==> src/rtl/gmsk_trace_pkg.sv <==
// Shared constants and packed-entry layout for the GMSK-V1 register-file trace monitor.
// Entry layout, LSB first: mask | addresses | data | pc | timestamp.
package gmsk_trace_pkg;

  localparam int REG_AW = 5;
  localparam int XLEN   = 32;

  function automatic int entry_w(input int num_ports, input int ts_w);
    return num_ports * (1 + REG_AW + XLEN) + XLEN + ts_w;
  endfunction

  function automatic int off_addr(input int num_ports);
    return num_ports;
  endfunction

  function automatic int off_data(input int num_ports);
    return num_ports * (1 + REG_AW);
  endfunction

  function automatic int off_pc(input int num_ports);
    return num_ports * (1 + REG_AW + XLEN);
  endfunction

  function automatic int off_time(input int num_ports);
    return num_ports * (1 + REG_AW + XLEN) + XLEN;
  endfunction

endpackage

==> src/rtl/gmsk_sync_fifo.sv <==
// First-word-fall-through synchronous FIFO. A push into a full FIFO is accepted
// only when a pop happens on the same edge; clear_i and rst both empty it.
module gmsk_sync_fifo #(
  parameter int WIDTH = 8,
  parameter int DEPTH = 16
) (
  input  logic                     clk,
  input  logic                     rst,
  input  logic                     clear_i,
  input  logic                     push_i,
  input  logic [WIDTH-1:0]         wdata_i,
  input  logic                     pop_i,
  output logic [WIDTH-1:0]         rdata_o,
  output logic                     full_o,
  output logic                     empty_o,
  output logic [$clog2(DEPTH):0]   level_o
);

  localparam int AW = $clog2(DEPTH);
  localparam logic [AW:0] FULL_CNT = (AW + 1)'(DEPTH);

  logic [WIDTH-1:0] mem_q [DEPTH];
  logic [AW-1:0]    wr_ptr_q, rd_ptr_q;
  logic [AW:0]      count_q;
  logic             push_ok, pop_ok;

  assign full_o  = (count_q == FULL_CNT);
  assign empty_o = (count_q == '0);
  assign level_o = count_q;
  assign rdata_o = mem_q[rd_ptr_q];

  assign pop_ok  = pop_i && !empty_o && !clear_i;
  assign push_ok = push_i && (!full_o || pop_ok) && !clear_i;

  // Storage is not reset; stale words are unreachable once the pointers are.
  always_ff @(posedge clk) begin
    if (push_ok) begin
      mem_q[wr_ptr_q] <= wdata_i;
    end
  end

  always_ff @(posedge clk) begin
    if (rst || clear_i) begin
      wr_ptr_q <= '0;
      rd_ptr_q <= '0;
      count_q  <= '0;
    end else begin
      if (push_ok) begin
        wr_ptr_q <= wr_ptr_q + 1'b1;
      end
      if (pop_ok) begin
        rd_ptr_q <= rd_ptr_q + 1'b1;
      end
      case ({push_ok, pop_ok})
        2'b10:   count_q <= count_q + 1'b1;
        2'b01:   count_q <= count_q - 1'b1;
        default: count_q <= count_q;
      endcase
    end
  end

endmodule

==> src/rtl/gmsk_rf_trace_monitor.sv <==
// Register-file writeback tracer: packs each cycle's qualifying writes into a
// timestamped entry, buffers them in a FWFT FIFO and watches the PC for stalls.
module gmsk_rf_trace_monitor
  import gmsk_trace_pkg::*;
#(
  parameter int NUM_PORTS   = 2,
  parameter int DEPTH       = 16,
  parameter int TS_W        = 16,
  parameter int STALL_LIMIT = 64,
  parameter int FILTER_X0   = 1
) (
  input  logic                        clk,
  input  logic                        rst,
  input  logic                        enable_i,
  input  logic                        clear_i,
  input  logic [XLEN-1:0]             pc_i,
  input  logic [NUM_PORTS-1:0]        we_i,
  input  logic [REG_AW*NUM_PORTS-1:0] waddr_i,
  input  logic [XLEN*NUM_PORTS-1:0]   wdata_i,
  output logic                        trc_valid_o,
  input  logic                        trc_ready_i,
  output logic [NUM_PORTS-1:0]        trc_mask_o,
  output logic [REG_AW*NUM_PORTS-1:0] trc_addr_o,
  output logic [XLEN*NUM_PORTS-1:0]   trc_data_o,
  output logic [XLEN-1:0]             trc_pc_o,
  output logic [TS_W-1:0]             trc_time_o,
  output logic [$clog2(DEPTH):0]      level_o,
  output logic [15:0]                 drop_cnt_o,
  output logic                        overflow_o,
  output logic                        stall_o
);

  localparam int EW       = entry_w(NUM_PORTS, TS_W);
  localparam int OFF_ADDR = off_addr(NUM_PORTS);
  localparam int OFF_DATA = off_data(NUM_PORTS);
  localparam int OFF_PC   = off_pc(NUM_PORTS);
  localparam int OFF_TIME = off_time(NUM_PORTS);
  localparam int SC_W     = $clog2(STALL_LIMIT + 1);
  localparam logic [SC_W-1:0] STALL_MAX = SC_W'(STALL_LIMIT);

  logic [NUM_PORTS-1:0] mask;
  logic                 push, drop;
  logic [EW-1:0]        entry_in, head;
  logic                 fifo_full, fifo_empty;

  logic [TS_W-1:0]      ts_q;
  logic [XLEN-1:0]      pc_prev_q;
  logic [SC_W-1:0]      stall_cnt_q, stall_cnt_d;
  logic                 stall_q, stall_d;
  logic [15:0]          drop_cnt_q;
  logic                 overflow_q;

  always_comb begin
    mask = '0;
    for (int k = 0; k < NUM_PORTS; k++) begin
      mask[k] = we_i[k] && !((FILTER_X0 != 0) && (waddr_i[k*REG_AW +: REG_AW] == '0));
    end
  end

  assign push     = enable_i && (|mask) && !clear_i;
  assign entry_in = {ts_q, pc_i, wdata_i, waddr_i, mask};
  // A full FIFO only loses the entry when the consumer is not draining this cycle.
  assign drop     = push && fifo_full && !trc_ready_i;

  // Trace handshake: a pop happens on any edge where trc_valid_o && trc_ready_i;
  // while trc_valid_o && !trc_ready_i every trc_* output holds its value.
  gmsk_sync_fifo #(
    .WIDTH (EW),
    .DEPTH (DEPTH)
  ) u_fifo (
    .clk     (clk),
    .rst     (rst),
    .clear_i (clear_i),
    .push_i  (push),
    .wdata_i (entry_in),
    .pop_i   (trc_ready_i),
    .rdata_o (head),
    .full_o  (fifo_full),
    .empty_o (fifo_empty),
    .level_o (level_o)
  );

  // Head fields are forced to zero when empty so idle outputs are deterministic.
  assign trc_valid_o = !fifo_empty;
  assign trc_mask_o  = trc_valid_o ? head[0 +: NUM_PORTS]               : '0;
  assign trc_addr_o  = trc_valid_o ? head[OFF_ADDR +: REG_AW*NUM_PORTS] : '0;
  assign trc_data_o  = trc_valid_o ? head[OFF_DATA +: XLEN*NUM_PORTS]   : '0;
  assign trc_pc_o    = trc_valid_o ? head[OFF_PC +: XLEN]               : '0;
  assign trc_time_o  = trc_valid_o ? head[OFF_TIME +: TS_W]             : '0;

  always_ff @(posedge clk) begin
    if (rst) begin
      ts_q <= '0;
    end else begin
      ts_q <= ts_q + 1'b1;
    end
  end

  always_ff @(posedge clk) begin
    if (rst || clear_i) begin
      drop_cnt_q <= '0;
      overflow_q <= 1'b0;
    end else if (drop) begin
      if (drop_cnt_q != 16'hFFFF) begin
        drop_cnt_q <= drop_cnt_q + 16'd1;
      end
      overflow_q <= 1'b1;
    end
  end

  assign drop_cnt_o = drop_cnt_q;
  assign overflow_o = overflow_q;

  always_comb begin
    stall_cnt_d = stall_cnt_q;
    if (pc_i != pc_prev_q) begin
      stall_cnt_d = '0;
    end else if (stall_cnt_q != STALL_MAX) begin
      stall_cnt_d = stall_cnt_q + 1'b1;
    end
    stall_d = (stall_cnt_d == STALL_MAX);
  end

  always_ff @(posedge clk) begin
    if (rst) begin
      pc_prev_q   <= '0;
      stall_cnt_q <= '0;
      stall_q     <= 1'b0;
    end else begin
      pc_prev_q   <= pc_i;
      stall_cnt_q <= stall_cnt_d;
      stall_q     <= stall_d;
    end
  end

  assign stall_o = stall_q;

endmodule

==> config.mk <==
export PLATFORM = sky130hd
export DESIGN_NAME = gmsk_rf_trace_monitor
export DESIGN_NICKNAME = d
export VERILOG_FILES = /design/src/rtl/gmsk_trace_pkg.sv /design/src/rtl/gmsk_sync_fifo.sv /design/src/rtl/gmsk_rf_trace_monitor.sv
export SDC_FILE = /design/constraint.sdc
export NUM_CORES = 2
export LEC_CHECK = 0
export CAP_MARGIN = 30
export CORE_MARGIN = 1.5
export CORE_UTILIZATION = 57
export CTS_BUF_LIST = sky130_fd_sc_hd__clkbuf_8
export DETAILED_ROUTE_END_ITERATION = 10
export MAX_ROUTING_LAYER = met4
export PLACE_DENSITY = 0.78
export SYNTH_ARGS = -nofsm -noshare
export SYNTH_HDL_FRONTEND = slang
export SYNTH_SLANG_ARGS = --single-unit
==> constraint.sdc <==
create_clock -name clk -period 19.2 [get_ports clk]
set_clock_uncertainty 0.15 [all_clocks]
set_input_delay 4.8 -clock clk [delete_from_list [all_inputs] [get_ports clk]]
set_output_delay 4.8 -clock clk [all_outputs]
set_load 0.01 [all_outputs]
==> impl_metrics.yaml <==
logic_synthesis:
  synth_top_area_share_pct: 75.37
  synthFlopType: "edfxtp_1"
  syn_nets: 3467
  yosys-top-cells-area: "edfxtp_1, mux4_2, dfxtp_1, and2_1, clkbuf_1"
  netlist_instances: 3342
  ys_seq_area_share_pct: 77.65
  ys_types: 50
  synth_edf_count: 1984
  synth_top_cell_by_area: "edfxtp_1"
  yosysWarnings: 0
  synth-async-reset-ratio_pct: 0
  synth_area_per_cell_um2: 23.65
  yosys_register_bits: 2074
  syn_area_um2: 79040
detailed_routing:
  avgRoutedWirePerCell_um: 29.11
  first_pass_iters: 5
  drt-initial-drc-count: 3995
  wirelength_mm: 171.7
  drc: 0
  via_count: 36970
  drtAntennaViolNets: 0
  vias_per_cell: 6.267
job:
  cap_viol_max_count: 0
cts:
  root_buffer: "clkbuf_8"
  cts_htree_levels: 5
  cts_tree: "done"
  cts_made_buffers: 336
  clockBufferDepth: 4
  clkLatencyLatePin_ns: 0.97
  hold_buffers: 0
  cts.sink_count: 2074
  cts_resized: 0
  clk_pin_slew_ns: 0.06
  cts_setup_buffers: 0
finish:
  ff_latch_area_um2: 61390
  areaGrowthSynthToFinish_pct: 14.03
  drive_gt1_share_pct: 27.83
  multi_input_area_um2: 17040
  finish.utilization_pct: 65.56
  nFillCells: 8539
  nNetsFinal: 3966
  final_common_cell: "edfxtp_1"
  final_cell_mix: "edfxtp_1, mux4_2, clkbuf_8"
pwr:
  pwr-share-seq_pct: 58.1
  pwr-share-comb_pct: 2.2
  p_sw_w: 0.001762
  clock_power_share_pct: 39.7
  p_int_w: 0.006795
  sw_frac_of_total_pct: 20.59
  p_leak_nw: 27.55
  p_per_area_nw_per_um2: 94.94
  peakVddDrop_mv: 0.05466
floorplan:
  die_height_um: 375.4
  coreArea_um2: 137500
  num_rows: 136
  io_pins: 261
  die_w_um: 375.4
  start_util_pct: 57.49
  die_area_um2: 140900
sta:
  finalHoldViolCount: 0
  max_freq_mhz: 97.10
  rsz0062_at_grt: "false"
  tightest_slew_ns: 1.140
  slew_headroom_pct: 24.00
  setup-tns-final_ns: 0
  fin_crit_sh_pct: 53.64
  min_period_ns: 10.30
  slew_viol_final: 0
  setup_violations: 0
setup_path:
  end_kind: "output port"
  cp.buffers_inverters: 4
  slowest_delay_ns: 0.85
  cp_common_cell: "mux4_2"
  crit_arrival_ns: 5.35
  crit_path_start_kind: "flip-flop"
  crit_type: "flip-flop to output port"
  r2r_start: "u_fifo.level_o[2]$_SDFFE_PP0P_"
  slowest_stage: "buf_4"
  path_delay_family: "buffers and inverters"
  crit_required_ns: 14.25
  path_max_fanout: 106
  path_cells: "buf_16, buf_12, buf_4, mux4_2, mux4_2, and2_1, clkdlybuf4s50_1"
worst_hold_path:
  min_from: "overflow_o$_SDFFE_PP0P_"
  hp-class: "flip-flop to flip-flop"
global_routing:
  grt_pass1_wl_mm: 251.7
  grt_pass1_vias: 38520
  grt_max_degree: 161
  grt_usage_pct: 25.51
  antenna_found_initial: 25
  grt-ovfl-total: 0
run_status:
  status: "completed"
place:
  gp_congestion: 0.7628
  hpwl_mm: 87.05
  numPortBuffers: 260
[final timing paths]
check | endpoint | cells after the start | slack [ns]
setup / recovery | trc_data_o[9] | 7 | 8.90
hold / removal | overflow_o$_SDFFE_PP0P_ | 2 | 0.31
setup reg to reg | u_fifo.mem_q[2][98]$_DFFE_PP_ | 8 | 14.29
hold reg to reg | overflow_o$_SDFFE_PP0P_ | 2 | 0.31
[cell type report]
class                      count  area share, %
tap                         1794          2.490
clock inverter               229          1.242
timing repair buffer         331          3.823
inverter                      15        0.06246
multi-input combinational   1083          18.90
antenna                       25        0.06940
clock buffer                 347          5.298
sequential                  2074          68.11
[through the flow]
stage | hold WS [ns] | setup slack, ns | instance area (µm²) | std cells | power, W
3_3_place_gp | 0.2948 | 8.930 | 83910 | 5286 | 0.005249
3_5_place_dp | 0.2940 | 8.781 | 84110 | 5294 | 0.005257
6_report | 0.3051 | 8.901 | 90140 | 5898 | 0.008558
5_1_grt | 0.3425 | 8.483 | 90120 | 5892 | 0.008820
4_1_cts | 0.3042 | 8.490 | 90010 | 5870 | 0.008623
2_1_floorplan | 0.3177 | 0.7758 | 79040 | 3342 | 0.005144
[cells by family (layout without fill, tap and decap cells)]
family,count (synthesis),in the layout,synth area share [%]
buf+inv,185,922,0.9165
xor+xnor,59,59,0.6537
flops,2074,2074,77.65
other cells,0,25,0
simple gates,322,322,2.332
mux,625,625,17.73
fa+ha+maj,12,12,0.1899
compound gates,65,65,0.5271
[worst register-to-register path: stages, from the launching register on]
cell	delay [ns]
dfxtp_1	0.49
or4_4	0.21
o21ai_0	0.16
a21oi_1	0.45
inv_1	0.32
nor4_2	0.25
buf_4	0.65
buf_4	0.86
buf_4	0.94
[Yosys cell counts (3+ instances only)]
cell type / n
mux2i_1: 4
nand2b_1: 4
mux4_2: 620
nand2_1: 23
nor2_1: 44
dfxtp_1: 90
and2_1: 125
o31ai_1: 10
clkbuf_1: 114
nor2b_1: 34
edfxtp_1: 1984
a21oi_1: 23
or2_2: 3
xnor2_1: 42
nand4_1: 10
inv_1: 15
or3_1: 9
xor2_1: 17
nor4_1: 5
ha_1: 12
buf_1: 42
o21ai_0: 12
buf_2: 12
nand3_1: 24
and3_1: 9
or4_1: 13
nor3_1: 11
[sequential cells by signal, indices dropped and copies added (netlist names), named ones only]
register / flops
u_fifo.level_o: 5
u_fifo.wr_ptr_q: 4
drop_cnt_o: 16
pc_prev_q: 32
ts_q: 16
u_fifo.mem_q: 1984
stall_cnt_q: 7
stall_o: 1
overflow_o: 1
u_fifo.rd_ptr_q: 4
[per-layer routing]
metal | wire [µm] | share of wire, % | track usage (%)
met1 | 66930 | 39 | 33.83
met2 | 86070 | 50 | 39.93
met3 | 13710 | 8.0 | 5.179
met4 | 4995 | 2.9 | 9.121
met5 | 0 | 0 | -
[power by group through the flow]
stage | combinational, W | sequential, W | clock, W
finish | 0.000187 | 0.00497 | 0.00340
global route | 0.000202 | 0.00497 | 0.00365
CTS | 0.000189 | 0.00497 | 0.00346
detailed placement | 0.000188 | 0.00507 | 0
global placement | 0.000182 | 0.00507 | 0
floorplan | 0.0000731 | 0.00507 | 0
Note: power is estimated with default switching activity, not from simulation.
